[src/rtl/multicycle_sequencer.sv]
// Multi-cycle control sequencer: steps each instruction through FETCH, DECODE, EXEC,
// optional MEM and WB, issuing per-phase datapath strobes and memory handshakes.
module multicycle_sequencer #(
    parameter int MEM_TIMEOUT = 16,
    parameter int CNT_W       = 32
) (
    input  logic             clk,
    input  logic             reset_n,
    input  logic             run,
    input  logic             imem_ready,
    output logic             imem_req,
    output logic             ir_write,
    input  logic             dec_mem_read,
    input  logic             dec_mem_write,
    input  logic             dec_reg_write,
    input  logic             dec_flag_update,
    input  logic             dec_branch,
    input  logic             dec_invalid,
    input  logic             dmem_ack,
    output logic             dmem_req,
    output logic             dmem_we,
    output logic             alu_latch,
    output logic             flag_write,
    output logic             rf_write,
    output logic             pc_write,
    output logic             pc_sel_branch,
    output logic [2:0]       state,
    output logic [CNT_W-1:0] retired,
    output logic             fault,
    output logic [1:0]       fault_code
);

    localparam int WAIT_W = (MEM_TIMEOUT > 2) ? $clog2(MEM_TIMEOUT) : 1;
    localparam logic [WAIT_W-1:0] WAIT_LAST = WAIT_W'(MEM_TIMEOUT - 1);

    typedef enum logic [2:0] {
        S_IDLE   = 3'd0,
        S_FETCH  = 3'd1,
        S_DECODE = 3'd2,
        S_EXEC   = 3'd3,
        S_MEM    = 3'd4,
        S_WB     = 3'd5,
        S_FAULT  = 3'd6
    } state_t;

    state_t            state_reg;
    logic [WAIT_W-1:0] wait_reg;
    logic [CNT_W-1:0]  retired_reg;
    logic              fault_reg;
    logic [1:0]        fault_code_reg;

    always_ff @(posedge clk) begin
        if (!reset_n) begin
            state_reg      <= S_IDLE;
            wait_reg       <= '0;
            retired_reg    <= '0;
            fault_reg      <= 1'b0;
            fault_code_reg <= 2'b00;
        end else begin
            case (state_reg)
                S_IDLE: begin
                    if (run) state_reg <= S_FETCH;
                end
                S_FETCH: begin
                    if (imem_ready) state_reg <= S_DECODE;
                end
                S_DECODE: begin
                    if (dec_invalid) begin
                        state_reg      <= S_FAULT;
                        fault_reg      <= 1'b1;
                        fault_code_reg <= 2'b01;
                    end else begin
                        state_reg <= S_EXEC;
                    end
                end
                S_EXEC: begin
                    if (dec_mem_read || dec_mem_write) begin
                        state_reg <= S_MEM;
                        wait_reg  <= '0;
                    end else begin
                        state_reg <= S_WB;
                    end
                end
                S_MEM: begin
                    // An ack arriving on the final allowed cycle still completes the access.
                    if (dmem_ack) begin
                        state_reg <= S_WB;
                    end else if (wait_reg == WAIT_LAST) begin
                        state_reg      <= S_FAULT;
                        fault_reg      <= 1'b1;
                        fault_code_reg <= 2'b10;
                    end else begin
                        wait_reg <= wait_reg + 1'b1;
                    end
                end
                S_WB: begin
                    retired_reg <= retired_reg + 1'b1;
                    state_reg   <= run ? S_FETCH : S_IDLE;
                end
                S_FAULT: begin
                    state_reg <= S_FAULT;
                end
                default: begin
                    state_reg <= S_IDLE;
                end
            endcase
        end
    end

    always_comb begin
        imem_req      = 1'b0;
        ir_write      = 1'b0;
        alu_latch     = 1'b0;
        flag_write    = 1'b0;
        dmem_req      = 1'b0;
        dmem_we       = 1'b0;
        rf_write      = 1'b0;
        pc_write      = 1'b0;
        pc_sel_branch = 1'b0;
        case (state_reg)
            S_FETCH: begin
                imem_req = 1'b1;
                ir_write = imem_ready;
            end
            S_EXEC: begin
                alu_latch  = 1'b1;
                flag_write = dec_flag_update;
            end
            S_MEM: begin
                dmem_req = 1'b1;
                dmem_we  = dec_mem_write;
            end
            S_WB: begin
                // A read+write decode is a store, so it never writes the register file.
                pc_write      = 1'b1;
                pc_sel_branch = dec_branch;
                rf_write      = dec_reg_write & ~dec_mem_write;
            end
            default: ;
        endcase
    end

    assign state      = state_reg;
    assign retired    = retired_reg;
    assign fault      = fault_reg;
    assign fault_code = fault_code_reg;

endmodule
[config.mk]
export PLATFORM = sky130hd
export DESIGN_NAME = multicycle_sequencer
export DESIGN_NICKNAME = d
export VERILOG_FILES = /design/src/rtl/multicycle_sequencer.sv
export SDC_FILE = /design/constraint.sdc
export NUM_CORES = 1
export LEC_CHECK = 0
export CAP_MARGIN = 20
export CORE_MARGIN = 4
export CORE_UTILIZATION = 50
export CTS_BUF_LIST = sky130_fd_sc_hd__clkbuf_8
export DETAILED_ROUTE_END_ITERATION = 6
export PLACE_DENSITY = 0.84
export SYNTH_ARGS = -nofsm -noshare
export SYNTH_HDL_FRONTEND = slang
export SYNTH_SLANG_ARGS = --single-unit
[constraint.sdc]
create_clock -name clk -period 2.16 [get_ports clk]
set_input_delay 0.432 -clock clk [delete_from_list [all_inputs] [get_ports clk]]
set_output_delay 0.432 -clock clk [all_outputs]
set_load 0.03 [all_outputs]
==> run metrics, run 1 <==
status finished clean; Final setup viols 0; Flop pwr share 45.8%; IO Count 58; Yosys cell types 44; gp weighted congestion 0.865; Post-CTS Setup Inserts 0; RSZ-0062 raised after global routing false; DRC viols 0; #FFs+latches synth between 40 and 50; Seq/Total Area, Yosys a little under 40%; top-area cell type share of the netlist area about two fifths; PD cells roughly 630 nW/um^2; Worst-Margin Slew between 0.4 and 0.5 ns; Final min period roughly 2.0 ns; DR WL/cell between 10 and 15 um; Critical path buffers and inverters 1; GR Overflow Total 0; fraction of layout instances using a drive strength above 1 between 8 and 9%; Setup crit start kind register; total wire length 5.20 mm; setup ws final between 0.1 and 0.15 ns; post-DP HPWL roughly 3.8 mm; CTS tree done; prevailing post-synth register cell dfxtp_1; ys async rst share 0%; max FFs per register 32; commonest cells after routing, fill and taps aside 48 x clkdlybuf4s50_1, 42 x dfxtp_1, 24 x nand2_1, 19 x nor2_1, 17 x buf_4; Logic pwr share approximately a quarter; Int Power 0.00125 W; max cap viols 0; First-pass DRT Iterations 4; TritonCTS Buffers 5; fmax between 400 and 500 MHz; relative slew slack between 60 and 70%; switching power roughly 0.00057 W; number of flops mapped to enable cells by yosys 0; Final Cell Area 2910 um^2; Detail Route Antenna Nets 0; Starting Density 52.8%; first-pass GRT wire length approximately 8.7 mm; Row Count 23; Ys Warns 0; Chip Width 73.7 um; Crit Path Class reg -> out; placed cells between 300 and 400; largest net degree at the start of global routing 26; most common cell after layout, fill and taps aside clkdlybuf4s50_1; Post-Syn Area ~2200 um^2; placed cell area between 2000 and 3000 um^2; CP Data Required Time about 1.7 ns; Pleak 1.06 nW; Layout area overhead 34.7%; Area contributors post-synth dfxtp_1 39%, mux2i_1 5.6%, nand2_1 4.2%; Setup crit end kind output port; core area 4090 um^2; Crit Path Max Fanout 8; H-tree levels 2; clock-pin transition on the worst setup and hold timing paths roughly 0.08 ns; WP data arrival 1.62 ns; Mapped Nets between 200 and 300; worst path cell trace and3b_1 > and2_1 > dlygate4sd2_1; Die Y about 74 um; Post-Syn Area per Cell around 8.4 um^2; CTS root buf clkbuf_8; Avg Vias per Cell approximately 5.6; port bufs 57; leading area contributor after synthesis dfxtp_1; final hold violations 0; Non-Filler Instances 371; Worst-Skew Late Latency approximately 0.3 ns; Post-Synthesis Cells around 260; 1st-iter DRT viols about 110; setup tns final 0 ns; switching share of power approximately 31%; All-Layer GR Usage 20.1%; Worst path max stage delay ~0.48 ns; ANT cells 0; pre-CTS WS between 0.06 and 0.07 ns; share of the clock period used by the worst path a little over nine tenths; nets 333; Bufs on Longest Clock Path 2; area of the die roughly 5400 um^2; vias in the first global route 1932; Hold Buf Count CTS 0; skew final between 0.008 and 0.009 ns; Hold Path Class reg -> reg; CP max-delay cell dfxtp_1; initial antenna violation count 0; Max Slew Vio Count 0; worst vdd ir between 500 and 600 uV; Clock Sinks 42; Vias around 2100; family with the most delay on the worst path flip-flops; clock power share 28.5%
## power groups by stage
stage / Combinational, W / Clock (W) / Sequential, W
after global routing: 0.000508 / 0.000565 / 0.000837
after floorplan: 0.000246 / 0 / 0.000893
after detailed placement: 0.000480 / 0 / 0.000851
after global placement: 0.000475 / 0 / 0.000848
final: 0.000468 / 0.000519 / 0.000833
after CTS: 0.000468 / 0.000537 / 0.000833
## kinds of logic after synthesis
family / share of synthesized area [%]
compound gates: 12.0
flops: 39.0
simple gates: 34.0
mux: 5.57
xor+xnor: 4.06
buf+inv: 4.23
fa+ha+maj: 1.16
## stage by stage
step                      hold WS, ns  total power (W)  util, %
after floorplan                 0.469          0.00114        -
after global placement          0.462          0.00132     69.0
after detailed placement        0.470          0.00133     69.0
after CTS                       0.487          0.00184     71.1
after global routing            0.509          0.00191     71.1
final                           0.484          0.00182     71.1
## layout make-up
cell class	instances	area, um^2
Multi-Input combinational cell	192	1220
Fill cell	336	1180
Sequential cell	42	841
Timing Repair Buffer	70	652
Clock buffer	6	82.6
Tap cell	50	62.6
Inverter	9	33.8
Clock inverter	2	8.76
## per-layer routing
layer,track usage [%],wire length (um),up-vias,part of all wire (%)
met5,0,0,-,0
met4,7.24,61,0,1.2
met3,5.61,286,6,5.5
met2,32.6,2500,52,48
met1,25.5,2350,976,45
li1,-,-,1061,-
## tightest hold or removal path, delay by kind of cell, from the launching register on
family	cells	cell delay [ns]
simple gates	1	0.06
compound gates	1	0.06
flops	1	0.31
## synth_stat cells, drive strengths merged, types with 2 or more instances
library cell	count
o21a	4
buf	3
and3b	3
clkbuf	11
o21ai	4
and4	7
inv	8
and2	6
nor3b	2
ha	2
xor2	7
mux2i	12
and3	6
a22oi	2
nor4	11
a31oi	2
nand2b	12
or3	4
nand4	10
o31ai	7
xnor2	3
dfxtp	42
or4	7
nor3	3
a21oi	14
nand3	10
nand2	24
nor2	19
## what timing repair did
action | in CTS | in global routing
hold endpoints to repair | 0 | 0
gates resized for setup | 5 | 0
setup endpoints to repair | 5 | 0
## final timing paths
| check | from | to | slack, ns | depth (start not counted) |
|---|---|---|---|---|
| max reg2reg | state[2] | retired[16] | 0.25 | 5 |
| min | fault_code[0] | fault_code[0] | 0.48 | 2 |
| max | state[1] | flag_write | 0.11 | 3 |
| min reg2reg | fault_code[0] | fault_code[0] | 0.48 | 2 |
Power figures use the tool's default switching activity.
==> run 2: changes to the inputs <==
--- a/config.mk
+++ b/config.mk
@@ -5,6 +5,7 @@
 export SDC_FILE = /design/constraint.sdc
 export NUM_CORES = 1
 export LEC_CHECK = 0
+export ABC_CLOCK_PERIOD_IN_PS = 2160
 export CAP_MARGIN = 20
 export CORE_MARGIN = 4
 export CORE_UTILIZATION = 50
==> results of run 2 <==
Final layout, timing and power as in run 1 (identical DEF).
==> run 3: changes to the inputs <==
--- a/config.mk
+++ b/config.mk
@@ -12,6 +12,7 @@
 export CTS_BUF_LIST = sky130_fd_sc_hd__clkbuf_8
 export DETAILED_ROUTE_END_ITERATION = 6
 export PLACE_DENSITY = 0.84
+export SETUP_SLACK_MARGIN = 0.1
 export SYNTH_ARGS = -nofsm -noshare
 export SYNTH_HDL_FRONTEND = slang
 export SYNTH_SLANG_ARGS = --single-unit
==> run 3 against run 2 <==
Against the previous run:
- cell count down 0.81%
- register-to-register slack improved by 0.04 ns
- clock power grew 1%
- critical endpoint unchanged
- sequential cell count unchanged
- clock-buffer cell count did not move
- non-clock buffer count decreased by 3
- wire length down 3.7%
- hold slack worse by 0.0098 ns
==> run metrics, run 3 (synthesized netlist as in run 1, its figures left out) <==
max FFs per register 32; final hold violations 0; status finished clean; GR Overflow Total 0; DRC viols 0; Clock Sinks 42; Worst-Margin Slew roughly 0.47 ns; Hold Path Class reg -> reg; worst vdd ir roughly 550 uV; Non-Filler Instances between 300 and 400; most common cell after layout, fill and taps aside clkdlybuf4s50_1; setup tns final 0 ns; vias in the first global route 1858; commonest cells after routing, fill and taps aside 48 x clkdlybuf4s50_1, 42 x dfxtp_1, 24 x nand2_1, 19 x nor2_1; ANT cells 0; Bufs on Longest Clock Path 2; Max Slew Vio Count 0; core area between 4000 and 5000 um^2; Die Y ~74 um; RR Startpoint state[1]; Vias ~2100; post-DP HPWL roughly 3.6 mm; Starting Density between 50% and 60%; initial antenna violation count 0; multi-input logic area about 1200 um^2; 1st-iter DRT viols about 130; CP Data Required Time around 1.7 ns; largest net degree at the start of global routing 26; Layout area overhead 34.7%; PD cells 632 nW/um^2; met2 wire len around 2.3 mm; IO Count 58; WL met3 approximately 240 um; Fillers 340; Final min period 1.95 ns; TritonCTS Buffers 5; worst hold endpoint retired[31]; port bufs 57; first-pass GRT wire length around 8.5 mm; area of the die approximately 5400 um^2; total wire length between 5 and 6 mm; Pleak approximately 1.1 nW; relative slew slack roughly 69%; gp weighted congestion around 0.76; clock-pin transition on the worst setup and hold timing paths about 0.070 ns; First-pass DRT Iterations 4; Row Count 23; nets 330; Avg Vias per Cell between 5 and 6; Setup crit start kind register; placed cells 360; CTS tree done; skew final 0.00721 ns; r2r worst-path depth 5; Final setup viols 0; fraction of layout instances using a drive strength above 1 8.18%; Crit Path Max Fanout 7; Chip Width 73.7 um; RSZ-0062 raised after global routing true; share of the clock period used by the worst path roughly nine tenths; Crit Path Class reg -> out; Top Metal Used met4; Worst R2R End retired[15]; worst hold start retired[31]; FF+latch area 841 um^2; max cap viols 0; Worst-Skew Late Latency 0.30 ns; CTS root buf clkbuf_8; WP data arrival between 1.5 and 2 ns; reg2reg setup slack between 0.2 and 0.3 ns; DR WL/cell between 10 and 15 um; placed cell area around 2800 um^2; M1 WL 2.40 mm; H-tree levels 2; All-Layer GR Usage 19.9%; Detail Route Antenna Nets 0; Final Cell Area just under 3000 um^2; Setup crit end kind output port; Hold Buf Count CTS 0; fmax slightly above 500 MHz; worst hold stages 2
## run 3: how the worst max path moves through the flow
stage,startpoint,to,slack [ns]
floorplan,state[0],rf_write,0.12
global placement,dec_flag_update,flag_write,0.08
detailed placement,dec_flag_update,flag_write,0.08
CTS,state[2],imem_req,0.19
global route,state[2],imem_req,0.06
finish,state[2],flag_write,0.21
## run 3: final cells by class
cell class,instances,share of cell area (%)
clock buffers,6,2.84
inverters,9,1.16
flip-flops and latches,42,28.9
multi-input cells,192,42.9
well taps,50,2.15
clock inverters,2,0.301
repair buffers,67,21.7
## run 3: per-stage QoR
stage	total power (W)	hold slack, ns	setup WS (ns)	utilization (%)
final	0.00184	0.474	0.214	71.1
after global placement	0.00133	0.461	0.0799	68.6
after global routing	0.00194	0.504	0.0613	71.1
after CTS	0.00185	0.475	0.190	70.7
after floorplan	0.00115	0.469	0.119	-
after detailed placement	0.00134	0.460	0.0816	68.6
## run 3: critical path, cell delays in order (launching register included)
cell and delay [ns]:
dfxtp_1 0.37, and3b_1 0.32, and2_1 0.14, dlygate4sd2_1 0.39
## run 3: what timing repair did
action,in CTS,in global routing
gates cloned,0,0
buffers inserted,0,0
endpoints found under the setup margin,5,4
gates resized for setup,5,3
## run 3: power breakdown
group          internal (W)  leakage, nW  total (W)  switching [W]
clock network      0.000253       0.0524   0.000525       0.000272
logic              0.000201        0.661   0.000481       0.000280
registers          0.000801        0.339   0.000829      0.0000281
## run 3: per-layer routing
metal	up-vias	global-route usage, %
li1	1059	-
met1	953	26.9
met2	41	29.8
met3	6	6.02
met4	0	6.64
met5	-	0
